--- config.mk ---
export PLATFORM = sky130hd
export DESIGN_NAME = imem_loader
export DESIGN_NICKNAME = d
export VERILOG_FILES = /design/src/rtl/imem_loader_pkg.sv /design/src/rtl/imem_loader_word_assembler.sv /design/src/rtl/imem_loader.sv
export SDC_FILE = /design/constraint.sdc
export NUM_CORES = 1
export LEC_CHECK = 0
export ABC_CLOCK_PERIOD_IN_PS = 3000
export BUFFER_PORTS_ARGS = -buffer_cell sky130_fd_sc_hd__buf_2
export CELL_PAD_IN_SITES_DETAIL_PLACEMENT = 1
export CELL_PAD_IN_SITES_GLOBAL_PLACEMENT = 1
export CORE_MARGIN = 2
export CORE_UTILIZATION = 44
export CTS_BUF_LIST = sky130_fd_sc_hd__clkbuf_8
export DETAILED_ROUTE_END_ITERATION = 12
export PLACE_DENSITY = 0.94
export SLEW_MARGIN = 0
export SYNTH_ARGS = -nofsm -noshare
export SYNTH_HDL_FRONTEND = slang
export SYNTH_SLANG_ARGS = --single-unit
--- constraint.sdc ---
create_clock -name clk -period 3 [get_ports clk]
set_clock_uncertainty 0.05 [all_clocks]
set_input_delay 0.3 -clock clk [delete_from_list [all_inputs] [get_ports clk]]
set_output_delay 0.3 -clock clk [all_outputs]
set_load 0.05 [all_outputs]
--- src/rtl/imem_loader_pkg.sv ---
// imem_loader_pkg: shared types and constants for the instruction-memory boot loader.
//   state_t    - loader FSM states
//   HDR_BYTES  - bytes in the frame header (16-bit word count)
//   WORD_BYTES - bytes per instruction word
package imem_loader_pkg;

  typedef enum logic [2:0] {
    HDR_HI = 3'd0,
    HDR_LO = 3'd1,
    DATA   = 3'd2,
    DONE   = 3'd3,
    ERROR  = 3'd4
  } state_t;

  localparam int HDR_BYTES  = 2;
  localparam int WORD_BYTES = 4;

endpackage

--- src/rtl/imem_loader_word_assembler.sv ---
// word_assembler: 8->32 big-endian byte packer.
// Ports:
//   clk, rst_n  - clock, synchronous active-low reset
//   clear       - discard any partially assembled word
//   byte_en     - a byte is being accepted this cycle
//   byte_data   - the accepted byte
//   word_data   - assembled word (valid when word_valid is high)
//   word_valid  - high in the cycle the last byte of a word is accepted
module word_assembler
  import imem_loader_pkg::*;
(
  input  logic        clk,
  input  logic        rst_n,
  input  logic        clear,
  input  logic        byte_en,
  input  logic [7:0]  byte_data,
  output logic [31:0] word_data,
  output logic        word_valid
);

  localparam logic [1:0] LAST_BYTE = 2'(WORD_BYTES - 1);

  // Only the first three bytes need storage; the fourth arrives on the
  // cycle the word is handed out.
  logic [23:0] shreg_p0;
  logic [1:0]  byte_cnt_p0;

  always_ff @(posedge clk) begin
    if (!rst_n || clear) begin
      shreg_p0    <= '0;
      byte_cnt_p0 <= '0;
    end else if (byte_en) begin
      shreg_p0    <= {shreg_p0[15:0], byte_data};
      byte_cnt_p0 <= byte_cnt_p0 + 2'd1;
    end
  end

  assign word_data  = {shreg_p0, byte_data};
  assign word_valid = byte_en && (byte_cnt_p0 == LAST_BYTE);

endmodule

--- src/rtl/imem_loader.sv ---
// imem_loader: boot-time loader that streams a program into instruction memory
// while the CPU is held, then releases it.
// Frame: 16-bit word count N (MSB first), then N big-endian 32-bit words.
// Ports:
//   clk, rst_n    - clock, synchronous active-low reset
//   in_data/in_valid/in_ready - byte stream handshake
//   reload        - restart loading from DONE or ERROR
//   imem_wr_en/imem_wr_addr/imem_wr_data - one-cycle word write port
//   cpu_hold      - hold the datapath while loading or on error
//   done, err     - load complete / header count too large
module imem_loader
  import imem_loader_pkg::*;
#(
  parameter logic [31:0] BASE_ADDR = 32'h0000_0000,
  parameter int          MAX_WORDS = 256
) (
  input  logic        clk,
  input  logic        rst_n,
  input  logic [7:0]  in_data,
  input  logic        in_valid,
  output logic        in_ready,
  input  logic        reload,
  output logic        imem_wr_en,
  output logic [31:0] imem_wr_addr,
  output logic [31:0] imem_wr_data,
  output logic        cpu_hold,
  output logic        done,
  output logic        err
);

  localparam logic [31:0] MAX_W = 32'(MAX_WORDS);

  state_t      state;
  logic [7:0]  count_hi;
  logic [15:0] word_count;
  logic [15:0] word_index;
  logic        accept;
  logic [15:0] hdr_count;
  logic [31:0] asm_word;
  logic        asm_valid;

  assign accept    = in_valid && in_ready;
  assign hdr_count = {count_hi, in_data};

  word_assembler u_asm (
    .clk        (clk),
    .rst_n      (rst_n),
    .clear      (state != DATA),
    .byte_en    (accept && (state == DATA)),
    .byte_data  (in_data),
    .word_data  (asm_word),
    .word_valid (asm_valid)
  );

  always_ff @(posedge clk) begin
    if (!rst_n) begin
      state        <= HDR_HI;
      count_hi     <= '0;
      word_count   <= '0;
      word_index   <= '0;
      in_ready     <= 1'b1;
      cpu_hold     <= 1'b1;
      done         <= 1'b0;
      err          <= 1'b0;
      imem_wr_en   <= 1'b0;
      imem_wr_addr <= BASE_ADDR;
      imem_wr_data <= '0;
    end else begin
      imem_wr_en <= 1'b0;
      case (state)
        HDR_HI: begin
          if (accept) begin
            count_hi <= in_data;
            state    <= HDR_LO;
          end
        end

        HDR_LO: begin
          if (accept) begin
            word_count <= hdr_count;
            word_index <= '0;
            if (hdr_count == 16'd0) begin
              state    <= DONE;
              in_ready <= 1'b0;
              cpu_hold <= 1'b0;
              done     <= 1'b1;
            end else if ({16'd0, hdr_count} > MAX_W) begin
              state    <= ERROR;
              in_ready <= 1'b0;
              err      <= 1'b1;
            end else begin
              state <= DATA;
            end
          end
        end

        DATA: begin
          if (asm_valid) begin
            imem_wr_en   <= 1'b1;
            imem_wr_data <= asm_word;
            imem_wr_addr <= BASE_ADDR + {14'd0, word_index, 2'b00};
            word_index   <= word_index + 16'd1;
            // Release in the same cycle the last write is presented.
            if (word_index == word_count - 16'd1) begin
              state    <= DONE;
              in_ready <= 1'b0;
              cpu_hold <= 1'b0;
              done     <= 1'b1;
            end
          end
        end

        DONE: begin
          if (reload) begin
            state      <= HDR_HI;
            in_ready   <= 1'b1;
            cpu_hold   <= 1'b1;
            done       <= 1'b0;
            word_index <= '0;
          end
        end

        ERROR: begin
          if (reload) begin
            state      <= HDR_HI;
            in_ready   <= 1'b1;
            err        <= 1'b0;
            word_index <= '0;
          end
        end

        default: begin
          state    <= HDR_HI;
          in_ready <= 1'b1;
          cpu_hold <= 1'b1;
          done     <= 1'b0;
          err      <= 1'b0;
        end
      endcase
    end
  end

endmodule

* After elaboration in Yosys (flattened, before gate mapping)
Cells that the tools add are included.
Operators by class: add/sub/neg operators 3, bitwise operators 3, order comparisons 1, reductions and logical operators 20, eq/ne operators 18, muxes and demuxes 33
Operators by type and width (number):
- 16-bit 2-to-1 mux | 3
- 16-bit one-hot mux with 3 select lines | 1
- 3-bit 2-to-1 mux | 7
- 1-bit 2-to-1 mux | 17
- 16-bit by 1-bit adder with 16-bit output, second input constant | 1
- 16-bit equality test | 1
- 16-bit by 9-bit > comparator with 1-bit output, second input constant | 1
- 16-bit logical NOT | 1
- 2-bit inequality test, second input constant | 8
- 16-bit by 1-bit subtractor with 16-bit output, second input constant | 1
- 1-bit one-hot mux with 4 select lines | 3
- 3-bit one-hot mux with 4 select lines | 1
- 6-bit AND reduction | 2
- 5-bit AND reduction | 2
- 2-bit AND reduction | 4
- 3-bit by 2-bit equality test with 1-bit output, second input constant | 2
- 2-bit by 1-bit inequality test with 1-bit output, second input constant | 2
- 4-bit AND reduction | 1
- 2-bit OR reduction | 2
- 3-bit by 1-bit equality test with 1-bit output, second input constant | 1
- 3-bit equality test, second input constant | 1
- 1-bit logical AND | 3
- 3-bit logical NOT | 1
- 3-bit by 2-bit inequality test with 1-bit output, second input constant | 1
- 9 further kinds | 11
Storage, ports and cells: flip-flop bits (word level) 122, output and inout port bits 69

* Longest topological paths before layout
word-level depth 5, gate-level depth with buffers 10, gate-level depth less buffers 9

* Modules after synthesis
From an unflattened synthesis, not the netlist that was laid out.
Second synthesis, totals: cell total of the unflattened synthesis 642, area, all modules 5690.5 µm²
Modules (own cells, without submodules):
- imem_loader | cells an instance 547, instances 1, area each 4643.2 µm²
- word_assembler | cells an instance 95, instances 1, area each 1047.3 µm²

* Least setup slack after synthesis
OpenSTA, ideal clock, no wires.
path kind register -> register, start point reg word_count[4], end point reg done, cell stages (with the launch flop) 10, data arrival time 2269 ps, buffers on the path 2, path slack 566 ps, library setup time 114 ps, cell sequence dfxtp_1 buf_6 or4_1 buf_2 or3_4 and3_4 o31a_1 o21ai_2 nor2_1 a21bo_1
On the way: longest elaborated chain between the ends 4
Ends and longest elaborated chain:
- from (decl) | RTL line imem_loader.sv:35 | logic [15:0] word_count;
- from (signal assigned) | RTL line imem_loader.sv:80 | word_count <= hdr_count;
- 16-bit by 1-bit subtractor with 16-bit output | RTL line imem_loader.sv:104 | if (word_index == word_count - 16'd1) begin
- 16-bit equality test | RTL line imem_loader.sv:104
- 2-bit by 1-bit inequality test with 1-bit output (no source line)
- 6-bit AND reduction (no source line)
- to (signal assigned) | RTL line imem_loader.sv:108 | done <= 1'b1;
- to (signal assigned) | RTL line imem_loader.sv:118 | done <= 1'b0;
- to (signal assigned) | RTL line imem_loader.sv:136 | done <= 1'b0;
- to (decl) | RTL line imem_loader.sv:27 | output logic done,
No other way between the ends. A chain may end at the register's enable or synchronous reset.

* Worst setup path after layout
start point reg word_count[0], end point reg cpu_hold
On the way: longest elaborated chain between the ends 4
Ends and longest elaborated chain:
- 16-bit by 1-bit subtractor with 16-bit output | RTL line imem_loader.sv:104
- 16-bit equality test | RTL line imem_loader.sv:104
- 2-bit by 1-bit inequality test with 1-bit output (no source line)
- 6-bit AND reduction (no source line)
- to (signal assigned) | RTL line imem_loader.sv:107 | cpu_hold <= 1'b0;
- to (signal assigned) | RTL line imem_loader.sv:117 | cpu_hold <= 1'b1;
- to (signal assigned) | RTL line imem_loader.sv:135 | cpu_hold <= 1'b1;
- to (decl) | RTL line imem_loader.sv:26 | output logic cpu_hold,
No other way between the ends.

==> impl_metrics.toml <==
[final_layout]
fin_util_pct = 51.4
drive_gt1_share_pct = 15.7
synthToLayoutAreaGrowth_pct = 15.2
antennaDiodeCount = 0
n_fill_cell = 1585
final_nets = 759

[clocking]
post-cts-setup-buffers = 0
cts_tree = "done"
insertion_delay_ns = 0.44
cts_resized = 0
cts_hold_buffers = 0
clkSlewWorstSetupHoldPaths_ns = 0.07
cts_buffer_depth = 2
cts-root-buf = "clkbuf_8"
numCtsBuffers = 17
cts_sinks = 122
htree_num_levels = 4

[synth]
synth-edff-count = 0
async_flop_share_pct = 0
ys_seq_elements = 122
ys.flop_type = "dfxtp_1"
yosys.area.top_type = "dfxtp_1"
syn_area_um2 = 5590
ys_seq_area_share_pct = 43.7
synth_top_area_share_pct = 43.7
netlist_instances = 693
synth.top_cells.by_area = "dfxtp_1 (44%), nand2_1 (13%), a21boi_0 (8.9%)"
avgSynthCellArea_um2 = 8.06
synthDistinctLibCells = 54
yosysWarnings = 0

[critical_path]
crit_fanout = 7
cpPeakStageDelay_ns = 0.53
critPathTopFamily = "simple AND/OR/NAND/NOR gates"
reg2reg_to = "cpu_hold"
cp.depth = 9
arrival_ns = 2.96
critPathMostFrequentCell = "a21oi_1"
r2r-start = "word_count[0]"
cp_data_required_time_ns = 3.27
cp_num_buf_inv = 1
cp_cell_sequence = "inv_1 -> ha_1 -> or3b_2 -> nor3_1 -> a21oi_1 -> a2111oi_0 -> nand4_1 -> nor2_1 -> a21oi_1"
cp-endpoint = "cpu_hold"
crit_path_start_kind = "flip-flop"
ff2ff_setup_slack_ns = 0.31
crit_path_start = "word_count[0]"
crit_type = "reg2reg"
critical-path-slowest-cell = "or3b_2"
crit_path_end_kind = "flip-flop"
r2r_cells = 9

[route]
routed_wl_um = 15700
wire_per_inst_um = 16.9
via_count = 4935
drt_iter0_drc = 258
ant_nets = 0
vias_per_cell = 5.31
drc = 0
firstDrtPassIters = 4

[timing]
slew_headroom_pct = 41.4
fin_tns_setup_ns = 0
slew_viol_final = 0
rsz0062_at_grt = "no"
period_needed_ns = 2.69
finalCritPeriodShare_pct = 89.7
clock.fmax_ghz = 0.372
hold_violations = 0
worst_slew_pin_slew_ns = 0.876
setup_viol = 0

[grt]
grt_util_met3_pct = 6.07
grt_pass1_wl_um = 25100
grt_use_met2_pct = 39.7
grt_antenna_before_repair = 0
use_met1_pct = 30.1
first_global_vias = 4912
grt_max_degree = 50
overflow = 0
busiest_layer = "met2"
grt_usage_pct = 23.9

[floorplanning]
io_pins = 81
die_y_um = 117
dieArea_um2 = 13600
die_w_um = 117
core-area_um2 = 12500
start_util_pct = 44.6
num_rows = 41

[power]
p_leak_nw = 2.44
irDropWorstVdd_mv = 0.300
p_per_area_nw_per_um2 = 717

[job]
cap_violations = 0

[worst_hold_path]
hold_path.class = "in2reg"

[placed_design]
place_congestion = 0.905
numPortBuffers = 64
hpwl_um = 11000

[outcome]
outcome = "finished clean"
==> where the power goes <==
part | switching [mW] | internal, mW | total (mW)
logic | 0.734 | 0.400 | 1.13
clock network | 0.657 | 0.992 | 1.65
registers | 0.133 | 1.70 | 1.83
total | 1.52 | 3.09 | 4.62
==> flip-flops by register name, summed over array words and instances (netlist names), 2 cells and up <==
register	cells
state	3
u_asm.shreg_p0	24
word_index	16
u_asm.byte_cnt_p0	2
word_count	16
count_hi	8
imem_wr_data	32
imem_wr_addr	16
==> cell usage after synthesis (3+ instances only) <==
| cell type | count |
|---|---|
| or2_2 | 3 |
| o31ai_1 | 3 |
| buf_4 | 16 |
| a21o_1 | 3 |
| a21oi_1 | 34 |
| inv_1 | 7 |
| xnor2_1 | 19 |
| xor2_1 | 15 |
| a21boi_0 | 66 |
| dfxtp_1 | 122 |
| nand4_1 | 7 |
| nand3_1 | 21 |
| clkbuf_1 | 38 |
| and2_1 | 6 |
| o21ai_0 | 6 |
| nor4_1 | 7 |
| nor3_1 | 16 |
| or3_1 | 3 |
| nor2b_1 | 12 |
| ha_1 | 3 |
| or4_1 | 3 |
| and3_1 | 9 |
| nand2_1 | 192 |
| mux2i_1 | 9 |
| buf_2 | 3 |
| nor2_1 | 30 |
| nand2b_1 | 4 |
==> layer usage <==
layer	routed length [um]	up-vias	share of wire [%]
met5	0	-	0
met4	171	0	1.1
met3	778	13	5.0
met2	7820	123	50
met1	6920	2389	44
li1	-	2410	-
==> worst register-to-register path: cells and delay by family, from the launching register on <==
family                     cells  cell delay [ns]
and+or+nand+nor                4             1.18
AOI/OAI and AO/OA              3             0.65
DFF                            1             0.37
adders and majority gates      1             0.24
buffers and inverters          1             0.08
==> through the flow <==
stage	cells	power, mW	hold WS [ns]	setup WS [ns]	cell area (um^2)
after global routing	929	4.85	0.0863	0.0960	6440
after floorplan	708	2.71	0.386	0.566	5640
after global placement	897	2.93	0.395	0.449	5980
after CTS	929	4.64	0.0737	0.366	6440
after detailed placement	897	2.98	0.405	0.405	5980
final	929	4.62	0.109	0.309	6440
==> cell type report <==
class | count | area, um^2 | area share [%]
clock buffers | 21 | 289 | 4.49
clock inverters | 11 | 165 | 2.57
inverters | 7 | 26.3 | 0.408
multi-input cells | 521 | 2900 | 45.0
flip-flops and latches | 122 | 2440 | 37.9
well taps | 172 | 215 | 3.34
repair buffers | 75 | 403 | 6.26
==> cell families (layout without fill, tap and decap cells) <==
family | count (synthesis) | after routing | synth area share (%)
simple gates | 324 | 324 | 26.1
compound gates | 135 | 135 | 16.8
flops | 122 | 122 | 43.7
buf+inv | 65 | 114 | 5.64
xor+xnor | 34 | 34 | 5.33
mux | 9 | 9 | 1.61
fa+ha+maj | 3 | 3 | 0.672
other cells | 1 | 16 | 0.0671
==> placed cells by master (no fill, tap or decap), types with 3 or more instances in the layout <==
cell	netlist	routed
a21boi_0	66	66
a21o_1	3	3
a21oi_1	34	34
and2_1	6	6
and3_1	9	9
buf_2	3	64
buf_4	16	11
bufinv_16	0	4
clkbuf_8	0	21
conb_1	1	16
dfxtp_1	122	122
ha_1	3	3
inv_1	7	9
mux2i_1	9	9
nand2_1	192	192
nand2b_1	4	4
nand3_1	21	20
nand4_1	7	7
nor2_1	30	30
nor2b_1	12	12
nor3_1	16	16
nor4_1	7	6
o21ai_0	6	6
o31ai_1	3	3
or2_2	3	3
or3_1	3	3
or4_1	3	3
xnor2_1	19	19
xor2_1	15	15
==> worst min-delay path by stage <==
stage                                    start                   end  slack, ns  depth (start not counted)
after floorplan                     in_data[0]     u_asm.shreg_p0[0]       0.39                          2
after global placement    u_asm.byte_cnt_p0[1]  u_asm.byte_cnt_p0[1]       0.40                          2
after detailed placement      imem_wr_addr[15]      imem_wr_addr[15]       0.40                          2
after CTS                           in_data[3]     u_asm.shreg_p0[3]       0.07                          3
after global routing                in_data[3]     u_asm.shreg_p0[3]       0.09                          3
final                               in_data[3]     u_asm.shreg_p0[3]       0.11                          3
No activity file was read; power rests on OpenSTA's default activity.
